<file path="src/rtl/cpu_types_pkg.sv">
// Shared CPU datapath types used by the pipeline stages.
package cpu_types_pkg;

    typedef logic [31:0] word_t;
    typedef logic [4:0]  regbits_t;

    typedef enum logic [1:0] {
        IDLE,
        WAIT,
        HALTED
    } memstate_t;

    localparam regbits_t REG_ZERO = 5'd0;

endpackage

</file>
<file path="src/rtl/mem_wait_ctr.sv">
// Saturating wait counter for outstanding data-cache requests.
// terminal is high while the count sits at LIMIT.
module mem_wait_ctr #(
    parameter int CNT_W = 7,
    parameter int LIMIT = 64
) (
    input  logic clk,
    input  logic rst,
    input  logic clr,
    input  logic en,
    output logic terminal
);

    logic [CNT_W-1:0] count;

    assign terminal = (count == CNT_W'(LIMIT));

    always_ff @(posedge clk) begin
        if (rst || clr) begin
            count <= '0;
        end else if (en && !terminal) begin
            count <= count + 1'b1;
        end
    end

endmodule

</file>
<file path="src/rtl/mem_stage.sv">
// Memory stage: data-cache handshake, MEM/WB latch, forwarding tap,
// stall request and the sticky halt/error flags.
module mem_stage
    import cpu_types_pkg::*;
#(
    parameter int TIMEOUT = 64,
    parameter int CNT_W   = 7
) (
    input  logic     CLK,
    input  logic     RST,
    input  word_t    aluOutport_i,
    input  word_t    rdat2_i,
    input  word_t    pcplus4_i,
    input  regbits_t writeReg_i,
    input  logic     regWEN_i,
    input  logic     MemToReg_i,
    input  logic     JType_i,
    input  logic     dMemREN_i,
    input  logic     dMemWEN_i,
    input  logic     Halt_i,
    input  logic     wb_en_i,
    input  logic     flush_i,
    input  logic     dhit,
    input  word_t    dmemload,
    output logic     dmemREN,
    output logic     dmemWEN,
    output word_t    dmemaddr,
    output word_t    dmemstore,
    output logic     mem_stall_o,
    output logic     fwd_valid_o,
    output regbits_t fwd_reg_o,
    output word_t    fwd_data_o,
    output word_t    wb_wdat_o,
    output regbits_t wb_wsel_o,
    output logic     wb_WEN_o,
    output logic     halt_o,
    output logic     err_o
);

    memstate_t state;
    logic      fresh;
    logic      err_q;
    logic      flush_pend;
    logic      active;
    logic      latch_en;
    logic      apply_flush;
    logic      both_req;
    logic      timeout_hit;
    word_t     wdat_next;

    // fresh blocks requests for the cycle after reset so a dropped access is not reissued immediately
    assign active      = ~fresh & (state != HALTED);
    assign dmemWEN     = active & dMemWEN_i;
    assign dmemREN     = active & dMemREN_i & ~dMemWEN_i;
    assign dmemaddr    = aluOutport_i;
    assign dmemstore   = rdat2_i;
    assign mem_stall_o = (dmemREN | dmemWEN) & ~dhit;
    assign both_req    = active & dMemREN_i & dMemWEN_i;

    assign latch_en    = wb_en_i & active & ~mem_stall_o;
    assign apply_flush = flush_i | flush_pend;

    assign fwd_valid_o = regWEN_i & ~MemToReg_i & (writeReg_i != REG_ZERO);
    assign fwd_reg_o   = writeReg_i;
    assign fwd_data_o  = JType_i ? pcplus4_i : aluOutport_i;

    assign halt_o = (state == HALTED);
    assign err_o  = err_q | timeout_hit;

    always_comb begin
        wdat_next = aluOutport_i;
        if (MemToReg_i) begin
            wdat_next = dmemload;
        end else if (JType_i) begin
            wdat_next = pcplus4_i;
        end
    end

    mem_wait_ctr #(
        .CNT_W(CNT_W),
        .LIMIT(TIMEOUT)
    ) u_wait_ctr (
        .clk     (CLK),
        .rst     (RST),
        .clr     (~mem_stall_o),
        .en      (mem_stall_o),
        .terminal(timeout_hit)
    );

    always_ff @(posedge CLK) begin
        if (RST) begin
            state      <= IDLE;
            fresh      <= 1'b1;
            err_q      <= 1'b0;
            flush_pend <= 1'b0;
            wb_wdat_o  <= '0;
            wb_wsel_o  <= REG_ZERO;
            wb_WEN_o   <= 1'b0;
        end else begin
            fresh <= 1'b0;
            if (timeout_hit || both_req) begin
                err_q <= 1'b1;
            end

            if (state != HALTED) begin
                if (latch_en && !apply_flush && Halt_i) begin
                    state <= HALTED;
                end else if (mem_stall_o) begin
                    state <= WAIT;
                end else begin
                    state <= IDLE;
                end
            end

            // A flush seen during a stall is remembered and applied when the access completes
            if (state == HALTED) begin
                wb_WEN_o   <= 1'b0;
                flush_pend <= 1'b0;
            end else if (latch_en) begin
                flush_pend <= 1'b0;
                if (apply_flush) begin
                    wb_wdat_o <= '0;
                    wb_wsel_o <= REG_ZERO;
                    wb_WEN_o  <= 1'b0;
                end else begin
                    wb_wdat_o <= wdat_next;
                    wb_wsel_o <= writeReg_i;
                    wb_WEN_o  <= regWEN_i;
                end
            end else if (flush_i && mem_stall_o) begin
                flush_pend <= 1'b1;
            end
        end
    end

endmodule
</file>
<file path="config.mk">
export PLATFORM = sky130hd
export DESIGN_NAME = mem_stage
export DESIGN_NICKNAME = d
export VERILOG_FILES = /design/src/rtl/cpu_types_pkg.sv /design/src/rtl/mem_wait_ctr.sv /design/src/rtl/mem_stage.sv
export SDC_FILE = /design/constraint.sdc
export NUM_CORES = 1
export LEC_CHECK = 0
export ABC_CLOCK_PERIOD_IN_PS = 2100
export CAP_MARGIN = 20
export CORE_MARGIN = 2
export CORE_UTILIZATION = 30
export DETAILED_ROUTE_END_ITERATION = 8
export PLACE_DENSITY_LB_ADDON = 0.05
export SLEW_MARGIN = 20
export SYNTH_ARGS = -nofsm -noshare
export SYNTH_HDL_FRONTEND = slang
export SYNTH_SLANG_ARGS = --single-unit
export TNS_END_PERCENT = 20
</file>
<file path="constraint.sdc">
create_clock -name CLK -period 2.1 [get_ports CLK]
set_input_delay 0.315 -clock CLK [delete_from_list [all_inputs] [get_ports CLK]]
set_output_delay 0.315 -clock CLK [all_outputs]
set_load 0.02 [all_outputs]
</file>
==> metrics.md, run 1 <==
| Metric | Value |
|---|---|
| Endpoint type of the worst setup path | `output port` |
| Number of distinct library cells after synthesis | `41` |
| Post-synth top flop | `dfxtp_1` |
| CP max-delay cell | `or4_4` |
| Total CTS buffers | `5` |
| Number of maximum-capacitance violations | `0` |
| Initial Utilization | `0.311` |
| Transition time at the pin with the least slew margin | `approximately 0.60 ns` |
| Number of rows in the core area | `39` |
| Post-DP HPWL | `just over 9 mm` |
| Met1 wire length | `4.38 mm` |
| Met3 routed WL | `just under 900 um` |
| Highest routed metal layer | `met4` |
| Cell with the most instances after synthesis | `buf_4` |
| Syn Area/Cell | `9.06 sq um` |
| Average detailed-routed wire length per instance | `around 17 um` |
| Maximum root-to-sink buffer count | `2` |
| Post-CTS Hold Fix Bufs | `0` |
| Mapped cell area | `3580 sq um` |
| Number of hold violations in the final report | `0` |
| RSZ-0062 raised after global routing | `false` |
| CTS clk-pin slew, worst paths | `0.06 ns` |
| Overall die width | `between 100 and 150 um` |
| Clock tree from TritonCTS | `done` |
| DR vias | `3398` |
| Via count of the first global-routing pass | `around 3.4k` |
| Skew-Pair Late Insertion Delay | `roughly 0.28 ns` |
| DR WL met2 | `6.29 mm` |
| Top delay family on crit path | `simple AND/OR/NAND/NOR gates` |
| Share of flip-flops with an asynchronous set or reset after synthesis | `0` |
| Final setup vio count | `0` |
| Worst-path maximum fanout | `2` |
| Crit path time final | `between 2 and 2.5 ns` |
| Port bufs | `~220` |
| Flip-flop and latch count after synthesis | `50` |
| Routed wire length | `between 10 and 15 mm` |
| Iter 0 DRT Violations | `132` |
| Num ports | `a little under 300` |
| Final layout net count | `~700` |
| Post-Synthesis Net Count | `approximately 540` |
| First-pass GRT wire length | `around 18 mm` |
| Fin cells | `~700` |
| Setup Skew | `between 0.003 and 0.004 ns` |
| Achievable clock frequency | `about 0.49 GHz` |
| Min-delay worst type | `reg2reg` |
| Final-report max-slew violation count | `0` |
| Category of the worst setup path launch point | `primary input` |
| Avg Vias per Cell | `4.88` |
| Maximum resistive drop on vdd | `between 0.2 and 0.3 mV` |
| Area after DPL | `between 5000 and 6000 sq um` |
| Most numerous cell types in the synthesized netlist | `buf_4 (70), dfxtp_1 (50), nand2_1 (36), o211ai_1 (32), nand2b_1 (28)` |
| Fraction of the cycle the final worst path needs | `0.978` |
| Clock sink count | `50` |
| Number of flops mapped to enable cells by yosys | `0` |
| Fraction of final layout cells with drive strength greater than 1 | `0.167` |
| Sequential fraction of the synthesis area | `0.280` |
| Finished Cell Area | `between 5000 and 6000 sq um` |
| Placed cells | `688` |
| Area growth, synth to finish | `57.4%` |
| Arrival time of the worst setup path | `between 1.5 and 2 ns` |
| Leakage | `roughly 2.0 nW` |
| Ratio of total power to cell area | `about 480 nW/um^2` |
| Post-detailed-route DRC marker count | `19` |
| Post-synthesis cell count | `between 300 and 400` |
| Global route overflow | `0` |
| Placeable core region | `11500 sq um` |
| Worst path max stage delay | `around 0.55 ns` |
| Floorplan die height | `around 110 um` |
| Die Footprint | `12800 sq um` |
| Pin count of the biggest net entering global routing | `between 60 and 70` |
| Remaining antenna violation count | `0` |
| CP Class | `in2out` |
| CP Data Required Time | `between 1.5 and 2 ns` |
| Final Wtd Congestion | `a little under 0.8` |
| CTS H-Tree Depth | `2` |
| Headroom to the max-slew limit | `0.597` |
| Violations in the final reports | `DRC` |
| Number of warnings printed during yosys synthesis | `0` |
| Antenna violations before repair | `1` |
| Yosys top cell area share | `0.280` |
| Cells along the critical path | `clkdlybuf4s50_1 > or4_4 > nor2_1 > nor3b_1 > clkdlybuf4s15_1` |
| Leading area contributor after synthesis | `dfxtp_1` |
| Number of optimization iterations in the first detailed-route pass | `9` |
| CTS Root Cell | `clkbuf_16` |
| CP Buf/Inv Count | `2` |
| Ranking of synthesized cells by area | `dfxtp_1 (28%), buf_4 (15%), mux2_2 (7.6%), o22ai_2 (7.0%), o211ai_1 (6.7%)` |
| Overall global routing resource usage | `0.172` |
| Status | `complete, but fails checks` |
-- sequential cells by signal (all words and copies together), names as in the netlist --
name	cells
flush_pend	1
wb_wdat_o	32
wb_WEN_o	1
wb_wsel_o	5
u_wait_ctr.count	7
err_q	1
fresh	1
state	2
-- worst register-to-register path, stage by stage (launching register included) --
cell	delay, ns
dfxtp_1	0.30
nand2b_1	0.12
inv_1	0.09
buf_4	0.18
nor3_4	0.25
buf_4	0.26
o22ai_1	0.11
-- cells by family after synthesis --
family	synth area share
AO/OA/AOI/OAI	0.211
XOR/XNOR	0.00490
adder cells (fa/ha/maj)	0.00699
buffers and inverters	0.215
flip-flops	0.280
multiplexers	0.108
AND/OR/NAND/NOR	0.175
-- repair_timing --
action,CTS,global route
buffers inserted,0,0
gates resized for setup,3,4
pin swaps,0,0
endpoints found under the setup margin,2,4
-- stage by stage --
stage / hold WS (ns) / setup WS [ns] / total power (W) / util / setup TNS (ns)
3_3_place_gp: 0.454 / -0.243 / 0.00194 / 0.477 / -0.243
2_1_floorplan: 0.343 / 0.252 / 0.00158 / - / 0
4_1_cts: 0.470 / 0.00247 / 0.00274 / 0.488 / 0
6_report: 0.467 / 0.0456 / 0.00269 / 0.489 / 0
3_5_place_dp: 0.458 / -0.254 / 0.00195 / 0.477 / -0.254
5_1_grt: 0.486 / 0.000665 / 0.00282 / 0.489 / 0
-- layout make-up --
class	instances	area (sq um)
clock buffers	7	133
well taps	143	179
inverters	9	33.8
diodes	1	2.50
repair buffers	250	2470
multi-input cells	236	1810
fillers	1100	5880
flip-flops and latches	50	1000
-- power breakdown --
group	leakage, nW	switching [W]	total (W)	internal, W
registers	0.405	0.0000148	0.000989	0.000974
logic	1.56	0.000414	0.000930	0.000516
clock network	0.0640	0.000331	0.000768	0.000437
total	2.03	0.000760	0.00269	0.00193
-- cells in the final DEF, fill, tap and decap left out, types with 5 or more instances in the layout --
cell             netlist  routed
inv_1                  8       8
nand2_1               36      36
clkbuf_16              0       5
nand4_1               11      11
mux2_4                 7       7
mux2_2                24      24
o22ai_2               20      20
or2b_1                 6       6
o22ai_1               12      12
o211ai_1              32      32
buf_4                 70      23
nand2b_1              28      28
a21oi_1               13      13
clkdlybuf4s50_1        0     217
dfxtp_1               50      50
nor3b_1                8       8
o31ai_1                7       7
-- final timing paths --
path / from / to / slack [ns] / depth (start not counted)
worst max-delay path: writeReg_i[2] / fwd_valid_o / 0.05 / 5
worst min-delay path: wb_wdat_o[2]$_SDFFE_PP0P_ / wb_wdat_o[2]$_SDFFE_PP0P_ / 0.47 / 2
worst min register to register: wb_wdat_o[2]$_SDFFE_PP0P_ / wb_wdat_o[2]$_SDFFE_PP0P_ / 0.47 / 2
worst max register to register: state[0]$_SDFFE_PP0N_ / wb_wdat_o[24]$_SDFFE_PP0P_ / 0.67 / 6
-- per-layer routing --
layer  GRT usage  vias to the layer above
met4      0.0472                        0
met2       0.326                      152
met1       0.188                     1576
met3      0.0428                       21
met5           0                        -
li1            -                     1649
Note: power is estimated with default switching activity, not from simulation.
==> run 2, diff against run 1 <==
PLACE_DENSITY = 0.87   (was not set)
PLACE_DENSITY_LB_ADDON = not set   (was 0.05)
==> run 2 against run 1 <==
Die area is the same. Worst setup slack better by 0.036 ns. Sequential share of layout area shrank 0.11 points. Combinational power rose by 2%. Count of clock-buffer cells in the layout decreased by 2. The flow still finishes with violations (DRC). Critical path depth unchanged. Final area grew 0.60%. Global-route usage rose by 0.45 points. Clock power grew 21%. First-iteration DRC count increased by 47%. Final cell count fell by 0.43%. Highest routed layer unchanged.
==> metrics.md, run 2 (synthesized netlist as in run 1, its figures left out) <==
| Metric | Value |
|---|---|
| Status | `complete, but fails checks (unchanged)` |
| Violations in the final reports | `DRC (unchanged)` |
| Clock share of power | `0.325 (was 0.286)` |
| Met1 wire length | `4.69 mm (was 4.38 mm)` |
| Critical path destination | `fwd_valid_o (unchanged)` |
| Transition time at the pin with the least slew margin | `0.371 ns (was 0.605 ns)` |
| Via count of the first global-routing pass | `3452 (was 3380)` |
| Placeable core region | `11500 sq um (unchanged)` |
| Top register by number of flip-flops | `wb_wdat_o (unchanged)` |
| Post-CTS Setup Inserts | `0 (unchanged)` |
| Min-delay worst type | `reg2reg (unchanged)` |
| RSZ-0062 raised after global routing | `false (unchanged)` |
| DR WL met2 | `6.26 mm (was 6.29 mm)` |
| Overall global routing resource usage | `0.176 (was 0.172)` |
| Number of optimization iterations in the first detailed-route pass | `9 (unchanged)` |
| DR vias | `3479 (was 3398)` |
| Global route overflow | `0 (unchanged)` |
| Largest registers | `wb_wdat_o: 32 flops, u_wait_ctr.count: 7 flops, wb_wsel_o: 5 flops (unchanged)` |
| Floorplan die height | `113 um (unchanged)` |
| Post-DP HPWL | `9.82 mm (was 9.16 mm)` |
| Die Footprint | `12800 sq um (unchanged)` |
| Maximum resistive drop on vdd | `0.460 mV (was 0.261 mV)` |
| Count of filler cells inserted in the layout | `1074 (was 1100)` |
| CP max-delay cell | `or4_1 (was or4_4)` |
| Initial Utilization | `0.311 (unchanged)` |
| CP Class | `in2out (unchanged)` |
| Startpoint of the worst-slack reg-to-reg timing path | `state[0]$_SDFFE_PP0N_ (unchanged)` |
| Pin count of the biggest net entering global routing | `65 (unchanged)` |
| Final layout net count | `695 (was 698)` |
| Most common cell after layout, fill and taps aside | `clkdlybuf4s50_1 (unchanged)` |
| Achievable clock frequency | `0.496 GHz (was 0.487 GHz)` |
| Clock sink count | `50 (unchanged)` |
| Fraction of final layout cells with drive strength greater than 1 | `0.167 (about the same)` |
| First-pass GRT wire length | `18.1 mm (was 17.7 mm)` |
| Num ports | `289 (unchanged)` |
| CTS Root Cell | `clkbuf_16 (unchanged)` |
| Final setup vio count | `0 (unchanged)` |
| Fraction of the cycle the final worst path needs | `0.961 (was 0.978)` |
| Switching portion of total power | `0.283 (about the same)` |
| Iter 0 DRT Violations | `194 (was 132)` |
| Headroom to the max-slew limit | `0.753 (was 0.597)` |
| Post-Route Setup TNS | `0 ns (unchanged)` |
| Skew-Pair Late Insertion Delay | `0.29 ns (was 0.28 ns)` |
| Post-CTS Hold Fix Bufs | `0 (unchanged)` |
| Multi-input gate area in the final layout | `1820 sq um (was 1810 sq um)` |
| R2r endpoint | `wb_wdat_o[29]$_SDFFE_PP0P_ (was wb_wdat_o[24]$_SDFFE_PP0P_)` |
| Final Wtd Congestion | `0.918 (was 0.792)` |
| Antenna violations before repair | `0 (was 1)` |
| # diodes | `0 (was 1)` |
| Net switching power figure | `0.000813 W (was 0.000760 W)` |
| Leakage | `2.01 nW (was 2.03 nW)` |
| Area taken by flip-flops and latches | `1000 sq um (unchanged)` |
| Highest routed metal layer | `met4 (unchanged)` |
| Clock tree from TritonCTS | `done (unchanged)` |
| Worst path max stage delay | `0.51 ns (was 0.55 ns)` |
| Worst reg2reg path depth | `6 (unchanged)` |
| Remaining antenna violation count | `0 (unchanged)` |
| Endpoint type of the worst setup path | `output port (unchanged)` |
| Flop2flop setup slack | `0.68 ns (was 0.67 ns)` |
| Startpoint of the worst setup timing path | `writeReg_i[1] (was writeReg_i[2])` |
| Met3 routed WL | `974 um (was 894 um)` |
| Average detailed-routed wire length per instance | `17.5 um (was 16.9 um)` |
| Seq pwr share | `0.345 (was 0.368)` |
| Routed wire length | `12.1 mm (was 11.8 mm)` |
| Portion of total power attributed to combinational logic | `0.330 (was 0.346)` |
| CTS H-Tree Depth | `2 (unchanged)` |
| Arrival time of the worst setup path | `1.70 ns (was 1.74 ns)` |
| CTS clk-pin slew, worst paths | `0.06 ns (about the same)` |
| CP Data Required Time | `1.78 ns (about the same)` |
| Worst-path maximum fanout | `2 (unchanged)` |
| Number of hold violations in the final report | `0 (unchanged)` |
| Hold depth | `2 (unchanged)` |
| Final-report max-slew violation count | `0 (unchanged)` |
| Category of the worst setup path launch point | `primary input (unchanged)` |
| Worst hold slack across all endpoints | `0.466 ns (was 0.467 ns)` |
| Ratio of total power to cell area | `506 nW/um^2 (was 477 nW/um^2)` |
| Maximum root-to-sink buffer count | `2 (unchanged)` |
| Flip-flop count of the largest register, all copies and words added | `32 (unchanged)` |
| Port bufs | `224 (unchanged)` |
| P_int | `0.00206 W (was 0.00193 W)` |
| Crit path time final | `2.02 ns (was 2.05 ns)` |
| Avg Vias per Cell | `5.02 (was 4.88)` |
| Post-detailed-route DRC marker count | `18 (was 19)` |
| Most frequent cells in the layout | `clkdlybuf4s50_1 (218), dfxtp_1 (50), nand2_1 (36) (was clkdlybuf4s50_1 (217), dfxtp_1 (50), nand2_1 (36))` |
| Number of rows in the core area | `39 (unchanged)` |
| Area growth, synth to finish | `58.4% (was 57.4%)` |
| Setup Skew | `0.00567 ns (was 0.00319 ns)` |
| Number of maximum-capacitance violations | `0 (unchanged)` |
| Total CTS buffers | `5 (unchanged)` |
| Cells along the critical path | `clkdlybuf4s50_1 > or4_1 > nor2_1 > nor3b_1 > clkdlybuf4s15_1 (was clkdlybuf4s50_1 > or4_4 > nor2_1 > nor3b_1 > clkdlybuf4s15_1)` |
| Overall die width | `113 um (unchanged)` |
## run 2: power by group through the flow
stage / clock (W) / sequential (W) / combinational [W]
finish: 0.000932 / 0.000990 / 0.000946
detailed placement: 0 / 0.00101 / 0.000949
global placement: 0 / 0.00101 / 0.000932
floorplan: 0 / 0.00103 / 0.000551
global route: 0.000991 / 0.000993 / 0.000998
CTS: 0.000959 / 0.000990 / 0.000951
## run 2: metal layers
layer | vias up | global-route usage
li1 | 1646 | -
met4 | 0 | 0.0561
met1 | 1656 | 0.208
met3 | 22 | 0.0520
met2 | 155 | 0.307
met5 | - | 0
## run 2: critical path: cells and delay by family
family,cells,cell delay (ns)
AND/OR/NAND/NOR,3,0.67
buffers and inverters,2,0.72
## run 2: worst min-delay path by stage
stage / from / slack, ns / end
2_1_floorplan: RST / 0.34 / fresh$_DFF_P_
3_3_place_gp: wb_wdat_o[24]$_SDFFE_PP0P_ / 0.45 / wb_wdat_o[24]$_SDFFE_PP0P_
3_5_place_dp: wb_wdat_o[24]$_SDFFE_PP0P_ / 0.46 / wb_wdat_o[24]$_SDFFE_PP0P_
4_1_cts: wb_wdat_o[24]$_SDFFE_PP0P_ / 0.47 / wb_wdat_o[24]$_SDFFE_PP0P_
5_1_grt: wb_wdat_o[24]$_SDFFE_PP0P_ / 0.49 / wb_wdat_o[24]$_SDFFE_PP0P_
6_report: wb_wdat_o[24]$_SDFFE_PP0P_ / 0.47 / wb_wdat_o[24]$_SDFFE_PP0P_
## run 2: repair_timing
| action | 4_1_cts | 5_1_grt |
|---|---|---|
| gates cloned | 0 | 0 |
| gates resized for setup | 3 | 3 |
| pin swaps | 0 | 0 |
| endpoints found under the setup margin | 3 | 3 |
## run 2: cell type report
| cell class | instances | area share |
|---|---|---|
| clock buffers | 5 | 0.0221 |
| clock inverters | 3 | 0.00795 |
| inverters | 9 | 0.00596 |
| multi-input cells | 236 | 0.320 |
| flip-flops and latches | 50 | 0.177 |
| well taps | 143 | 0.0316 |
| repair buffers | 247 | 0.435 |
## run 2: through the flow
| stage | power [W] | util | cells | setup slack [ns] | instance area, sq um |
|---|---|---|---|---|---|
| after floorplan | 0.00158 | - | 395 | 0.252 | 3580 |
| after global placement | 0.00194 | 0.477 | 685 | -0.156 | 5490 |
| after detailed placement | 0.00196 | 0.477 | 685 | -0.173 | 5490 |
| after CTS | 0.00290 | 0.491 | 693 | 0.0460 | 5660 |
| after global routing | 0.00298 | 0.492 | 693 | 0.0166 | 5670 |
| final | 0.00287 | 0.492 | 693 | 0.0820 | 5670 |
